## config.mk

```make
export PLATFORM = sky130hd
export DESIGN_NAME = adc_pattern_check_flat
export DESIGN_NICKNAME = d
export VERILOG_FILES = /design/src/rtl/adc_pattern_check_if.sv /design/src/rtl/adc_pattern_check.sv /design/src/flat_wrapper.sv
export SDC_FILE = /design/constraint.sdc
export NUM_CORES = 1
export LEC_CHECK = 0
export CAP_MARGIN = 20
export CORE_MARGIN = 2
export CORE_UTILIZATION = 39
export CTS_BUF_LIST = sky130_fd_sc_hd__clkbuf_4
export CTS_CLUSTER_SIZE = 24
export DETAILED_ROUTE_END_ITERATION = 12
export SLEW_MARGIN = 10
export SYNTH_ARGS = -nofsm -noshare
export SYNTH_HDL_FRONTEND = slang
export SYNTH_SLANG_ARGS = --single-unit
```

## constraint.sdc

```tcl
create_clock -name clk -period 4.63 [get_ports clk]
set_input_delay 0.926 -clock clk [delete_from_list [all_inputs] [get_ports clk]]
set_output_delay 0.926 -clock clk [all_outputs]
set_load 0.005 [all_outputs]
```

## src/rtl/adc_pattern_check_if.sv

```systemverilog
// Sequencer/deserializer-side bundle for one ADC channel checker.
// The sequencer/deserializer side drives the master modport; the checker uses the slave modport.
interface adc_pattern_check_if #(
    parameter int WIDTH = 12
);
    logic             seq_reset;
    logic             seq_enable;
    logic [1:0]       mode;
    logic [WIDTH-1:0] din;
    logic             din_valid;
    logic [31:0]      word_cnt;
    logic [15:0]      err_cnt;
    logic             busy;
    logic             done;
    logic             pass;

    modport master (
        output seq_reset, seq_enable, mode, din, din_valid,
        input  word_cnt, err_cnt, busy, done, pass
    );

    modport slave (
        input  seq_reset, seq_enable, mode, din, din_valid,
        output word_cnt, err_cnt, busy, done, pass
    );
endinterface

```

## src/rtl/adc_pattern_check.sv

```systemverilog
// ADC test-pattern checker: counts words and mismatches inside the sequencer
// window and latches a pass/fail verdict when the window closes.
module adc_pattern_check #(
    parameter int               WIDTH = 12,
    parameter logic [WIDTH-1:0] FIXED = 12'hA5C
) (
    input  logic                clk,
    input  logic                reset_n,
    adc_pattern_check_if.slave  bus
);
    typedef enum logic [2:0] {IDLE, ARMED, SYNC, CHECK, DONE} state_t;

    state_t           state_q, state_nxt;
    logic             sr_q, en_q, vld_q;
    logic [1:0]       mode_in_q, mode_r, mode_nxt;
    logic [WIDTH-1:0] din_q, exp_q, exp_nxt;
    logic [31:0]      word_q, word_nxt;
    logic [15:0]      err_q, err_nxt;
    logic             done_q, done_nxt, pass_q, pass_nxt, busy_q;

    function automatic logic [WIDTH-1:0] next_word(input logic [WIDTH-1:0] x,
                                                   input logic [1:0] m);
        case (m)
            2'd0:    next_word = x + 1'b1;
            2'd1:    next_word = ~x;
            default: next_word = FIXED;
        endcase
    endfunction

    // Input stage: every control decision works on these registered copies,
    // which is where the one-cycle count/verdict latency comes from.
    always_ff @(posedge clk or negedge reset_n) begin
        if (!reset_n) begin
            sr_q      <= 1'b0;
            en_q      <= 1'b0;
            vld_q     <= 1'b0;
            mode_in_q <= '0;
            din_q     <= '0;
        end else begin
            sr_q      <= bus.seq_reset;
            en_q      <= bus.seq_enable;
            vld_q     <= bus.din_valid;
            mode_in_q <= bus.mode;
            din_q     <= bus.din;
        end
    end

    always_ff @(posedge clk or negedge reset_n) begin
        if (!reset_n) begin
            state_q <= IDLE;
            mode_r  <= '0;
            exp_q   <= '0;
            word_q  <= '0;
            err_q   <= '0;
            done_q  <= 1'b0;
            pass_q  <= 1'b0;
            busy_q  <= 1'b0;
        end else begin
            state_q <= state_nxt;
            mode_r  <= mode_nxt;
            exp_q   <= exp_nxt;
            word_q  <= word_nxt;
            err_q   <= err_nxt;
            done_q  <= done_nxt;
            pass_q  <= pass_nxt;
            busy_q  <= (state_nxt == SYNC) || (state_nxt == CHECK);
        end
    end

    always_comb begin
        state_nxt = state_q;
        mode_nxt  = mode_r;
        exp_nxt   = exp_q;
        word_nxt  = word_q;
        err_nxt   = err_q;
        done_nxt  = done_q;
        pass_nxt  = pass_q;
        if (sr_q) begin
            state_nxt = ARMED;
            mode_nxt  = mode_in_q;
            word_nxt  = '0;
            err_nxt   = '0;
            done_nxt  = 1'b0;
            pass_nxt  = 1'b0;
        end else begin
            case (state_q)
                ARMED: if (en_q) state_nxt = SYNC;
                SYNC: begin
                    if (!en_q) begin
                        // No word was ever checked, so the verdict is a fail.
                        state_nxt = DONE;
                        done_nxt  = 1'b1;
                        pass_nxt  = 1'b0;
                    end else if (vld_q) begin
                        state_nxt = CHECK;
                        exp_nxt   = next_word(din_q, mode_r);
                        if (mode_r[1] && din_q != FIXED) err_nxt = err_q + 16'd1;
                    end
                end
                CHECK: begin
                    if (vld_q) begin
                        if (word_q != '1) word_nxt = word_q + 32'd1;
                        if (din_q != exp_q && err_q != '1) err_nxt = err_q + 16'd1;
                        exp_nxt = next_word(exp_q, mode_r);
                    end
                    // Verdict uses the post-update counts so a closing word is included.
                    if (!en_q) begin
                        state_nxt = DONE;
                        done_nxt  = 1'b1;
                        pass_nxt  = (err_nxt == '0) && (word_nxt != '0);
                    end
                end
                default: ;
            endcase
        end
    end

    assign bus.word_cnt = word_q;
    assign bus.err_cnt  = err_q;
    assign bus.busy     = busy_q;
    assign bus.done     = done_q;
    assign bus.pass     = pass_q;
endmodule

```

## src/flat_wrapper.sv

```systemverilog
// flat-port wrapper written by rule: the top's interface ports become plain ports
module adc_pattern_check_flat 
#(
    parameter int               WIDTH = 12,
    parameter logic [WIDTH-1:0] FIXED = 12'hA5C
)
  (clk, reset_n, bus_seq_reset, bus_seq_enable, bus_mode, bus_din, bus_din_valid, bus_word_cnt, bus_err_cnt, bus_busy, bus_done, bus_pass);
  adc_pattern_check_if #(.WIDTH(WIDTH)) bus_i ();
  input  logic clk;
  input  logic reset_n;
  input wire logic [$bits(bus_i.seq_reset)-1:0] bus_seq_reset;
  input wire logic [$bits(bus_i.seq_enable)-1:0] bus_seq_enable;
  input wire logic [$bits(bus_i.mode)-1:0] bus_mode;
  input wire logic [$bits(bus_i.din)-1:0] bus_din;
  input wire logic [$bits(bus_i.din_valid)-1:0] bus_din_valid;
  output wire logic [$bits(bus_i.word_cnt)-1:0] bus_word_cnt;
  output wire logic [$bits(bus_i.err_cnt)-1:0] bus_err_cnt;
  output wire logic [$bits(bus_i.busy)-1:0] bus_busy;
  output wire logic [$bits(bus_i.done)-1:0] bus_done;
  output wire logic [$bits(bus_i.pass)-1:0] bus_pass;
  assign bus_i.seq_reset = bus_seq_reset;
  assign bus_i.seq_enable = bus_seq_enable;
  assign bus_i.mode = bus_mode;
  assign bus_i.din = bus_din;
  assign bus_i.din_valid = bus_din_valid;
  assign bus_word_cnt = bus_i.word_cnt;
  assign bus_err_cnt = bus_i.err_cnt;
  assign bus_busy = bus_i.busy;
  assign bus_done = bus_i.done;
  assign bus_pass = bus_i.pass;
  adc_pattern_check #(.WIDTH(WIDTH), .FIXED(FIXED)) u_core (.clk(clk), .reset_n(reset_n), .bus(bus_i));
endmodule
```

==> results of run 1 <==
-- worst register-to-register path, stage by stage, from the launching register on --
cell	delay, ps
dfrtp_1	540
ha_1	270
and3_1	310
nand3_1	220
or3_4	460
and3_1	270
a211oi_1	290
o22ai_1	130
nor4_1	330
o32a_1	210
-- cells in the final DEF, fill, tap and decap left out, drive strengths merged, types with 9 or more instances in the layout --
cell type / instances
xnor2: 35
nand2: 46
mux2i: 9
a31oi: 18
xor2: 34
nor3: 22
and3: 21
dfrtp: 85
o21ai: 32
nor2: 67
inv: 16
o22ai: 9
or3: 16
a21oi: 48
clkdlybuf4s50: 68
and4: 14
nor4: 10
clkbuf: 9
nand4: 20
nand3: 28
-- flip-flops by register name, indices dropped and copies added, names as in the netlist --
name	cells
u_core.vld_q	1
u_core.mode_in_q	2
u_core.en_q	1
u_core.bus.err_cnt	16
u_core.exp_q	12
u_core.sr_q	1
u_core.bus.done	1
u_core.bus.busy	1
u_core.mode_r	2
u_core.bus.word_cnt	32
u_core.bus.pass	1
u_core.state_q	3
u_core.din_q	12
-- worst max-delay path by stage --
| stage | from | endpoint | slack (ps) |
|---|---|---|---|
| after detailed placement | u_core.bus.word_cnt[0] | u_core.bus.pass | 1600 |
| after floorplan | u_core.bus.word_cnt[0] | u_core.bus.pass | 1880 |
| after global placement | u_core.bus.word_cnt[0] | u_core.bus.pass | 1680 |
| after global routing | u_core.bus.err_cnt[0] | u_core.bus.pass | 1290 |
| final | u_core.bus.err_cnt[0] | u_core.bus.pass | 1550 |
| after CTS | u_core.bus.err_cnt[0] | u_core.bus.pass | 1550 |
-- stage by stage --
| stage | hold WS, ps | std cells |
|---|---|---|
| 2_1_floorplan | 454 | 636 |
| 3_3_place_gp | 459 | 851 |
| 3_5_place_dp | 469 | 851 |
| 4_1_cts | 486 | 867 |
| 5_1_grt | 488 | 868 |
| 6_report | 473 | 868 |
-- layer usage --
| metal | global-route usage (%) | wire length (um) | up-vias |
|---|---|---|---|
| met2 | 31.0 | 6600 | 159 |
| met4 | 7.81 | 229 | 0 |
| met5 | 0 | 0 | - |
| li1 | - | - | 2404 |
| met3 | 3.55 | 712 | 20 |
| met1 | 29.7 | 7180 | 2444 |
-- power groups by stage --
stage / combinational (W) / sequential, W / clock [W]
after floorplan: 0.000180 / 0.000851 / 0
after global placement: 0.000231 / 0.000881 / 0
after detailed placement: 0.000241 / 0.000884 / 0
after CTS: 0.000241 / 0.000871 / 0.000464
after global routing: 0.000270 / 0.000881 / 0.000500
final: 0.000238 / 0.000872 / 0.000448
-- layout make-up --
class                      instances  share of cell area, %
multi-input combinational        496                   49.2
sequential                        85                   32.9
timing repair buffer              74                   11.2
tap                              180                   3.48
clock inverter                     7                   1.18
clock buffer                       9                   1.04
inverter                          16                  0.928
antenna                            1                 0.0387
-- kinds of logic (layout without fill, tap and decap cells) --
group                      count (synthesis)  after routing  share of synthesized area, %
AOI/OAI and AO/OA                        136            136                          15.0
xor gates and xnor gates                  69             69                          10.9
adders and majority gates                  5              5                          1.13
buffers and inverters                     55            106                          4.11
DFF                                       85             85                          38.4
muxes                                     12             12                          2.51
other                                      0              1                             0
and+or+nand+nor                          274            274                          28.0
==> impl_metrics.py, run 1 <==
metrics = {
    "cells_and_area": {
        "n_fill_cell": 1365,
        "design_area_um2": 6470,
        "multiInputGateArea_um2": 3180,
        "final_util_pct": 46.6,
        "syn_to_final_growth_pct": 16.8,
        "drive_above_1_share_pct": 6.26,
        "fin_nets": 706,
        "regArea_um2": 2130,
    },
    "worst_setup_path": {
        "rr_worst_depth": 9,
        "worst-path-max-fanout": 10,
        "critPathMaxStageDelay_ps": 540,
        "path_buf_inv": 0,
        "reg2reg_from": "u_core.bus.err_cnt[0]",
        "critPathRequiredTime_ps": 5060,
        "path_depth": 9,
        "cpLargestDelayFamily": "simple AND/OR/NAND/NOR gates",
        "cpMostUsedCell": "and3_1",
        "r2r_slack_ps": 1550,
        "arrival_ps": 3510,
        "r2r-end": "u_core.bus.pass",
        "critPathCaptureType": "flop",
        "path_cells": "ha_1, and3_1, nand3_1, or3_4, and3_1, a211oi_1, o22ai_1, nor4_1, o32a_1",
        "path_class": "flop to flop",
        "crit_path_start_kind": "flop",
        "slowest_stage": "dfrtp_1",
    },
    "floorplan": {
        "die_w_um": 123,
        "coreArea_um2": 13900,
        "start_util_pct": 39.9,
        "die_h_um": 123,
        "io_pins": 70,
        "die_area_um2": 15200,
        "rows": 43,
    },
    "sta": {
        "rsz0062_at_grt": "false",
        "period_minus_slack_ps": 3080,
        "setup_viol": 0,
        "clock.fmax_mhz": 325,
        "period_share_pct": 66.5,
        "worst_pin_slew_ps": 1010,
        "fin_skew_ps": 29.8,
        "hold_viol": 0,
        "setup_ws_ps": 1550,
        "slew_headroom_pct": 32.0,
        "finalMaxSlewViolations": 0,
        "tns_ps": 0,
    },
    "synth": {
        "synth_top_cells_by_count": "dfrtp_1, nor2_1, a21oi_1",
        "synth_warnings": 0,
        "synth_top_area_share_pct": 38.4,
        "synth_nets": 660,
        "synth-main-ff-cell": "dfrtp_1",
        "synth-seq-area-share_pct": 38.4,
        "synth.area.top_cells": "dfrtp_1, xnor2_1, xor2_1",
        "yosys.area.top_type": "dfrtp_1",
        "yosysMostFrequentCell": "dfrtp_1",
        "ys_async_sr_fraction_pct": 100,
        "syn_inst": 636,
        "syn_area_um2": 5540,
        "synthDistinctLibCells": 65,
        "synth_enable_flop_cells": 0,
        "avgSynthCellArea_um2": 8.71,
        "synth-seq-cells": 85,
    },
    "power": {
        "leakagePower_nw": 2.58,
        "p_int_w": 0.00107,
        "power_w": 0.00156,
        "switching_share_pct": 31.6,
        "clkPwrFrac_pct": 28.8,
        "seq_power_share_pct": 55.9,
        "switchingPower_w": 0.000493,
        "p_comb_share_pct": 15.3,
        "power_density_nw_per_um2": 241,
        "ir_worst_vdd_mv": 0.199,
    },
    "clocking": {
        "cts_inserted_buffers": 9,
        "cts_setup_buffers": 0,
        "ctsHtreeMaxLevel": 3,
        "tritoncts": "yes",
        "ctsResizeCount": 0,
        "clockBufferDepth": 2,
        "clock_sinks": 85,
        "path_clk_slew_ps": 160,
        "cts_root_buf": "clkbuf_4",
        "clkLatencyLatePin_ps": 490,
        "cts_hold_buf": 0,
    },
    "global_route": {
        "grt_max_degree": 57,
        "grt_pass1_wl_mm": 24.4,
        "antenna_found_initial": 1,
        "grt_pass1_vias": 4793,
        "grt_usage_pct": 20.6,
        "grt-ovfl-total": 0,
    },
    "routing": {
        "drtAntennaViolNets": 0,
        "drt_pass1_iterations": 5,
        "wl_per_cell_um": 17.0,
        "wl_mm": 14.7,
        "drtIter0Drc": 354,
        "vias": 5027,
        "drc": 0,
        "via_per_inst": 5.79,
    },
    "status": {
        "status": "completed",
    },
    "placed_design": {
        "dp_hpwl_mm": 10.5,
        "place_ws_ps": 1600,
        "place_area_um2": 6320,
        "io_buffer_count": 69,
        "gp_congestion": 0.900,
    },
    "job": {
        "maxCapViolations": 0,
    },
    "worst_hold_path": {
        "hold_path_class": "primary input to async pin",
    },
}
No activity file was read; power rests on OpenSTA's default activity.
==> inputs of run 2 (changes only) <==
==> constraint.sdc (replaced) <==
create_clock -name clk -period 2.45 [get_ports clk]
set_input_delay 0.49 -clock clk [delete_from_list [all_inputs] [get_ports clk]]
set_output_delay 0.49 -clock clk [all_outputs]
set_load 0.005 [all_outputs]
==> run 2 against run 1 <==
Effect of this change:
- the flow now finishes with violations (setup timing)
- utilization up 8.7 points
- combinational power rose to 2.5 times the previous value
- fmax up 20%
- setup slack worse by 1700 ps
- critical path depth unchanged
- register-to-register slack worse by 1700 ps
- cell area up 19%
- critical path type unchanged
==> impl_metrics.py, run 2 (same netlist as run 1, synthesis figures left out) <==
metrics = {
    "cells_and_area": {
        "syn_to_final_growth_pct": 38.5,
        "layout_common_cells": "buf_4, dfrtp_1, clkdlybuf4s50_1, nor2_1, a21oi_1",
        "largest_reg_flops": 32,
        "drive_above_1_share_pct": 25.1,
        "fin_nets": 833,
        "n_fill_cell": 1252,
        "diodes": 0,
        "layout_commonest_cell": "buf_4",
        "final_util_pct": 55.3,
    },
    "global_route": {
        "grt-ovfl-total": 0,
        "grt_pass1_vias": 5367,
        "grt_usage_pct": 23.1,
        "antenna_found_initial": 0,
        "grt_max_degree": 37,
        "grt_pass1_wl_mm": 27.2,
    },
    "routing": {
        "drtAntennaViolNets": 0,
        "wl_per_cell_um": 16.7,
        "vias": 5552,
        "wl_mm": 16.6,
        "via_per_inst": 5.59,
        "drtIter0Drc": 436,
        "drc": 0,
        "drt_pass1_iterations": 5,
    },
    "power": {
        "clkPwrFrac_pct": 25.5,
        "ir_worst_vdd_mv": 0.376,
        "power_density_nw_per_um2": 387,
        "switching_share_pct": 32.8,
        "leakagePower_nw": 3.28,
        "p_comb_share_pct": 20.4,
        "switchingPower_w": 0.000973,
        "p_int_w": 0.00200,
        "seq_power_share_pct": 54.2,
    },
    "clocking": {
        "cts_root_buf": "clkbuf_4",
        "cts_inserted_buffers": 9,
        "clock_sinks": 85,
        "clockBufferDepth": 2,
        "ctsHtreeMaxLevel": 3,
        "tritoncts": "yes",
        "path_clk_slew_ps": 160,
        "clkLatencyLatePin_ps": 490,
    },
    "worst_setup_path": {
        "path_buf_inv": 1,
        "arrival_ps": 2940,
        "path_class": "flop to flop",
        "worst-path-max-fanout": 6,
        "critPathMaxStageDelay_ps": 510,
        "path_cells": "nand4_4, nor3_4, nand4_4, nand4_4, buf_6, o311a_1, a21oi_1, or4_1, o32a_1",
        "critPathCaptureType": "flop",
        "rr_worst_depth": 9,
        "cpLargestDelayFamily": "simple AND/OR/NAND/NOR gates",
        "critPathRequiredTime_ps": 2840,
        "crit_path_start_kind": "flop",
        "slowest_stage": "or4_1",
        "cpMostUsedCell": "nand4_4",
        "path_depth": 9,
    },
    "sta": {
        "tns_ps": -105,
        "finalMaxSlewViolations": 0,
        "period_share_pct": 104,
        "clock.fmax_mhz": 391,
        "slew_headroom_pct": 48.1,
        "hold_viol": 0,
        "worst_pin_slew_ps": 779,
        "period_minus_slack_ps": 2560,
        "setup_ws_ps": -105,
        "setup_viol": 1,
        "rsz0062_at_grt": "true",
        "fin_skew_ps": 32.8,
    },
    "job": {
        "maxCapViolations": 0,
    },
    "status": {
        "violations": "setup timing",
        "status": "finished, violations left",
    },
    "floorplan": {
        "die_area_um2": 15200,
        "die_h_um": 123,
        "start_util_pct": 39.9,
        "die_w_um": 123,
        "coreArea_um2": 13900,
        "rows": 43,
        "io_pins": 70,
    },
    "worst_hold_path": {
        "whs_path_depth": 1,
        "hold_path_class": "primary input to flop",
    },
    "placed_design": {
        "dp_hpwl_mm": 12.5,
        "gp_congestion": 0.947,
        "io_buffer_count": 69,
    },
}
## run 2: power groups by stage
stage	Clock [W]	Sequential, W	Combinational, W
after floorplan	0	0.00161	0.000346
after global placement	0	0.00162	0.000569
after detailed placement	0	0.00163	0.000587
after CTS	0.000777	0.00160	0.000595
after global routing	0.000860	0.00162	0.000666
final	0.000756	0.00161	0.000605
## run 2: worst register-to-register path, delay by kind of cell, from the launching register on
kind / cells / cell delay (ps)
simple gates: 5 / 1370
compound gates: 3 / 490
flops: 1 / 480
buf+inv: 1 / 140
## run 2: layout make-up
class,count,area [um^2],area share [%]
clock buffers,10,75.1,0.978
clock inverters,6,38.8,0.506
inverters,16,60.1,0.783
multi-input cells,496,3440,44.9
flip-flops and latches,85,2130,27.8
well taps,180,225,2.94
repair buffers,201,1700,22.1
## run 2: final timing paths
| path | from | end | slack, ps |
|---|---|---|---|
| hold reg to reg | u_core.mode_in_q[1] | u_core.mode_r[1] | 480 |
| min in group asynchronous | reset_n | u_core.bus.word_cnt[26] | 480 |
| setup reg to reg | u_core.bus.word_cnt[19] | u_core.bus.pass | -110 |
| setup / recovery | u_core.bus.word_cnt[19] | u_core.bus.pass | -110 |
| hold / removal | bus_seq_reset | u_core.sr_q | 420 |
| max in group asynchronous | reset_n | u_core.bus.word_cnt[5] | 1370 |
## run 2: stage by stage
stage	area [um^2]	power, W	setup WS [ps]	hold slack, ps	instances
global route	7670	0.00314	-240	371	994
CTS	7570	0.00298	-96.2	398	990
finish	7670	0.00297	-105	421	994
global placement	7310	0.00219	-269	461	969
detailed placement	7310	0.00221	-235	476	969
floorplan	5650	0.00196	-30.2	194	636
## run 2: per-layer routing
metal	vias up	global-route usage [%]	share of wire, %
met5	-	0	0
met2	172	35.9	47
met1	2699	32.5	47
met4	0	7.46	1.7
met3	23	4.20	4.5
li1	2658	-	-
## run 2: timing repair
| action | CTS | global route |
|---|---|---|
| resized for setup | 20 | 17 |
| setup buffers | 4 | 5 |
| endpoints found under the hold margin | 33 | 0 |
| setup endpoints to repair | 5 | 13 |
| pin swaps | 14 | 16 |
| hold buffers | 1 | 0 |
==> variant, RTL diff (flow settings as in run 2) <==
The 5 states of `state_t` get a one-hot encoding in 5 bits.
--- a/src/rtl/adc_pattern_check.sv
+++ b/src/rtl/adc_pattern_check.sv
@@ -10,3 +10,3 @@
 );
-    typedef enum logic [2:0] {IDLE, ARMED, SYNC, CHECK, DONE} state_t;
+    typedef enum logic [4:0] {IDLE = 5'b00001, ARMED = 5'b00010, SYNC = 5'b00100, CHECK = 5'b01000, DONE = 5'b10000} state_t;
 
Formal check against the unedited RTL: same outputs for any inputs over 4 cycles, from zero or initial values and one cycle with reset_n low; so few cycles prove little.
==> variant against run 2 <==
  * Highest routed layer unchanged
  * Design area is 3.0% lower
  * Area after synthesis is 3.7% higher
  * Power fell by 5.7%
  * Routed wire length fell by 4.6%
  * Setup slack improved by 0.18 ns
  * Sequential cell count increased by 2
  * Combinational power is 35% lower
  * Worst hold slack better by 0.0036 ns
==> variant: results <==
{
  "hold_end": "u_core.mode_in_q[1]",
  "hpwl_um": 11900,
  "status": "complete, no violations",
  "dr.first_iter.drc_count": 333,
  "clk_pin_slew_worst_paths_ns": 0.14,
  "grt_pass1_wl_um": 26200,
  "skew_ns": 0.0176,
  "synth_commonest_cells": "nor2_1 (93), dfrtp_1 (86), xor2_1 (46)",
  "async_reset_ff_share_pct": 100,
  "synth_ff_type": "dfrtp_1",
  "ir_worst_vdd_uv": 273,
  "vias": 5430,
  "crit_slowest_cell": "dfrtp_1",
  "hold_start": "bus_mode[1]",
  "slew_headroom_pct": 46.6,
  "synth_cell_types": 78,
  "p_switching_uw": 794,
  "gp_congestion": 0.924,
  "p_leak_nw": 3.07,
  "synth_area_leaders": "dfrtp_1 (37%), xor2_1 (7.0%), nor2_1 (6.1%), xnor2_1 (5.3%), nand2_1 (2.7%)",
  "synth_nets": 670,
  "crit_arrival_ns": 2.74,
  "grt_max_degree": 33,
  "timing.hold.ws_ns": 0.425,
  "ys_seq_area_share_pct": 37.9,
  "dp_slack_ns": 0.0486,
  "nets": 809,
  "critPathMaxStageDelay_ns": 0.44,
  "timing.reg2reg.setup_slack_ns": 0.07,
  "synth_warnings": 0,
  "drive_above_1_share_pct": 22.2,
  "track_usage_pct": 20.4,
  "clockBufferDepth": 2,
  "r2r_start": "u_core.bus.word_cnt[1]",
  "path_max_fanout": 9,
  "reg2reg_depth": 10,
  "final.setup.tns_ns": 0,
  "wirelength_um": 15800,
  "dr.pass1.iters": 4
}
==> variant: per-stage QoR <==
stage               area [µm²]  cells  util (%)  power, mW
finish                    7440    973      51.4       2.80
global route              7440    973      51.4       2.95
CTS                       7270    962      50.2       2.81
detailed placement        7140    946      49.3       1.99
global placement          7140    946      49.3       1.98
floorplan                 5760    646         -       1.82
==> variant: how the worst max path moves through the flow <==
stage | from | to | slack [ns] | depth (start not counted)
after floorplan | u_core.bus.word_cnt[0] | u_core.bus.pass | 0.03 | 11
after global placement | u_core.bus.word_cnt[10] | u_core.bus.pass | 0.09 | 8
after detailed placement | u_core.bus.err_cnt[0] | u_core.bus.pass | 0.05 | 9
after CTS | u_core.bus.err_cnt[0] | u_core.bus.pass | 0.02 | 9
after global routing | u_core.bus.word_cnt[1] | u_core.bus.pass | -0.05 | 10
final | u_core.bus.word_cnt[1] | u_core.bus.pass | 0.07 | 10
==> variant: cells by family after synthesis <==
group                      after synthesis  share of synthesized area, %
AOI/OAI and AO/OA                      116                          14.1
xor gates and xnor gates                81                          12.3
adders and majority gates                5                          1.09
buffers and inverters                   59                          5.20
DFF                                     87                          37.9
muxes                                    8                          1.65
and+or+nand+nor                        290                          27.7
==> variant: layout make-up <==
cell class                      instances  area (µm²)
Timing Repair Buffer                  170        1470
Sequential cell                        87        2190
Tap cell                              184         230
Inverter                               17        63.8
Fill cell                            1362        7040
Clock buffer                           10        75.1
Multi-Input combinational cell        500        3350
Clock inverter                          5        50.0
==> variant: metal layers <==
| layer | track usage [%] | share of wire [%] | up-vias |
|---|---|---|---|
| met4 | 8.50 | 2.3 | 0 |
| li1 | - | - | 2602 |
| met3 | 2.87 | 4.3 | 30 |
| met2 | 34.8 | 50 | 168 |
| met5 | 0 | 0 | - |
| met1 | 25.9 | 44 | 2630 |
==> variant: what timing repair did <==
item,4_1_cts,5_1_grt
buffers inserted,0,11
endpoints found under the setup margin,0,6
endpoints found under the hold margin,21,0
resized for setup,0,23
hold buffers,1,0
==> variant: worst max-delay path: cells and delay by family, from the launching register on <==
kind	cells	cell delay, ns
DFF	1	0.44
buffers and inverters	1	0.17
AOI/OAI and AO/OA	3	0.45
adders and majority gates	1	0.15
and+or+nand+nor	5	1.02
==> variant: power by group through the flow <==
| stage | logic [mW] | registers [mW] | clock network [mW] |
|---|---|---|---|
| 6_report | 0.391 | 1.60 | 0.808 |
| 4_1_cts | 0.365 | 1.60 | 0.844 |
| 3_5_place_dp | 0.362 | 1.63 | 0 |
| 3_3_place_gp | 0.355 | 1.62 | 0 |
| 2_1_floorplan | 0.235 | 1.59 | 0 |
| 5_1_grt | 0.436 | 1.61 | 0.907 |
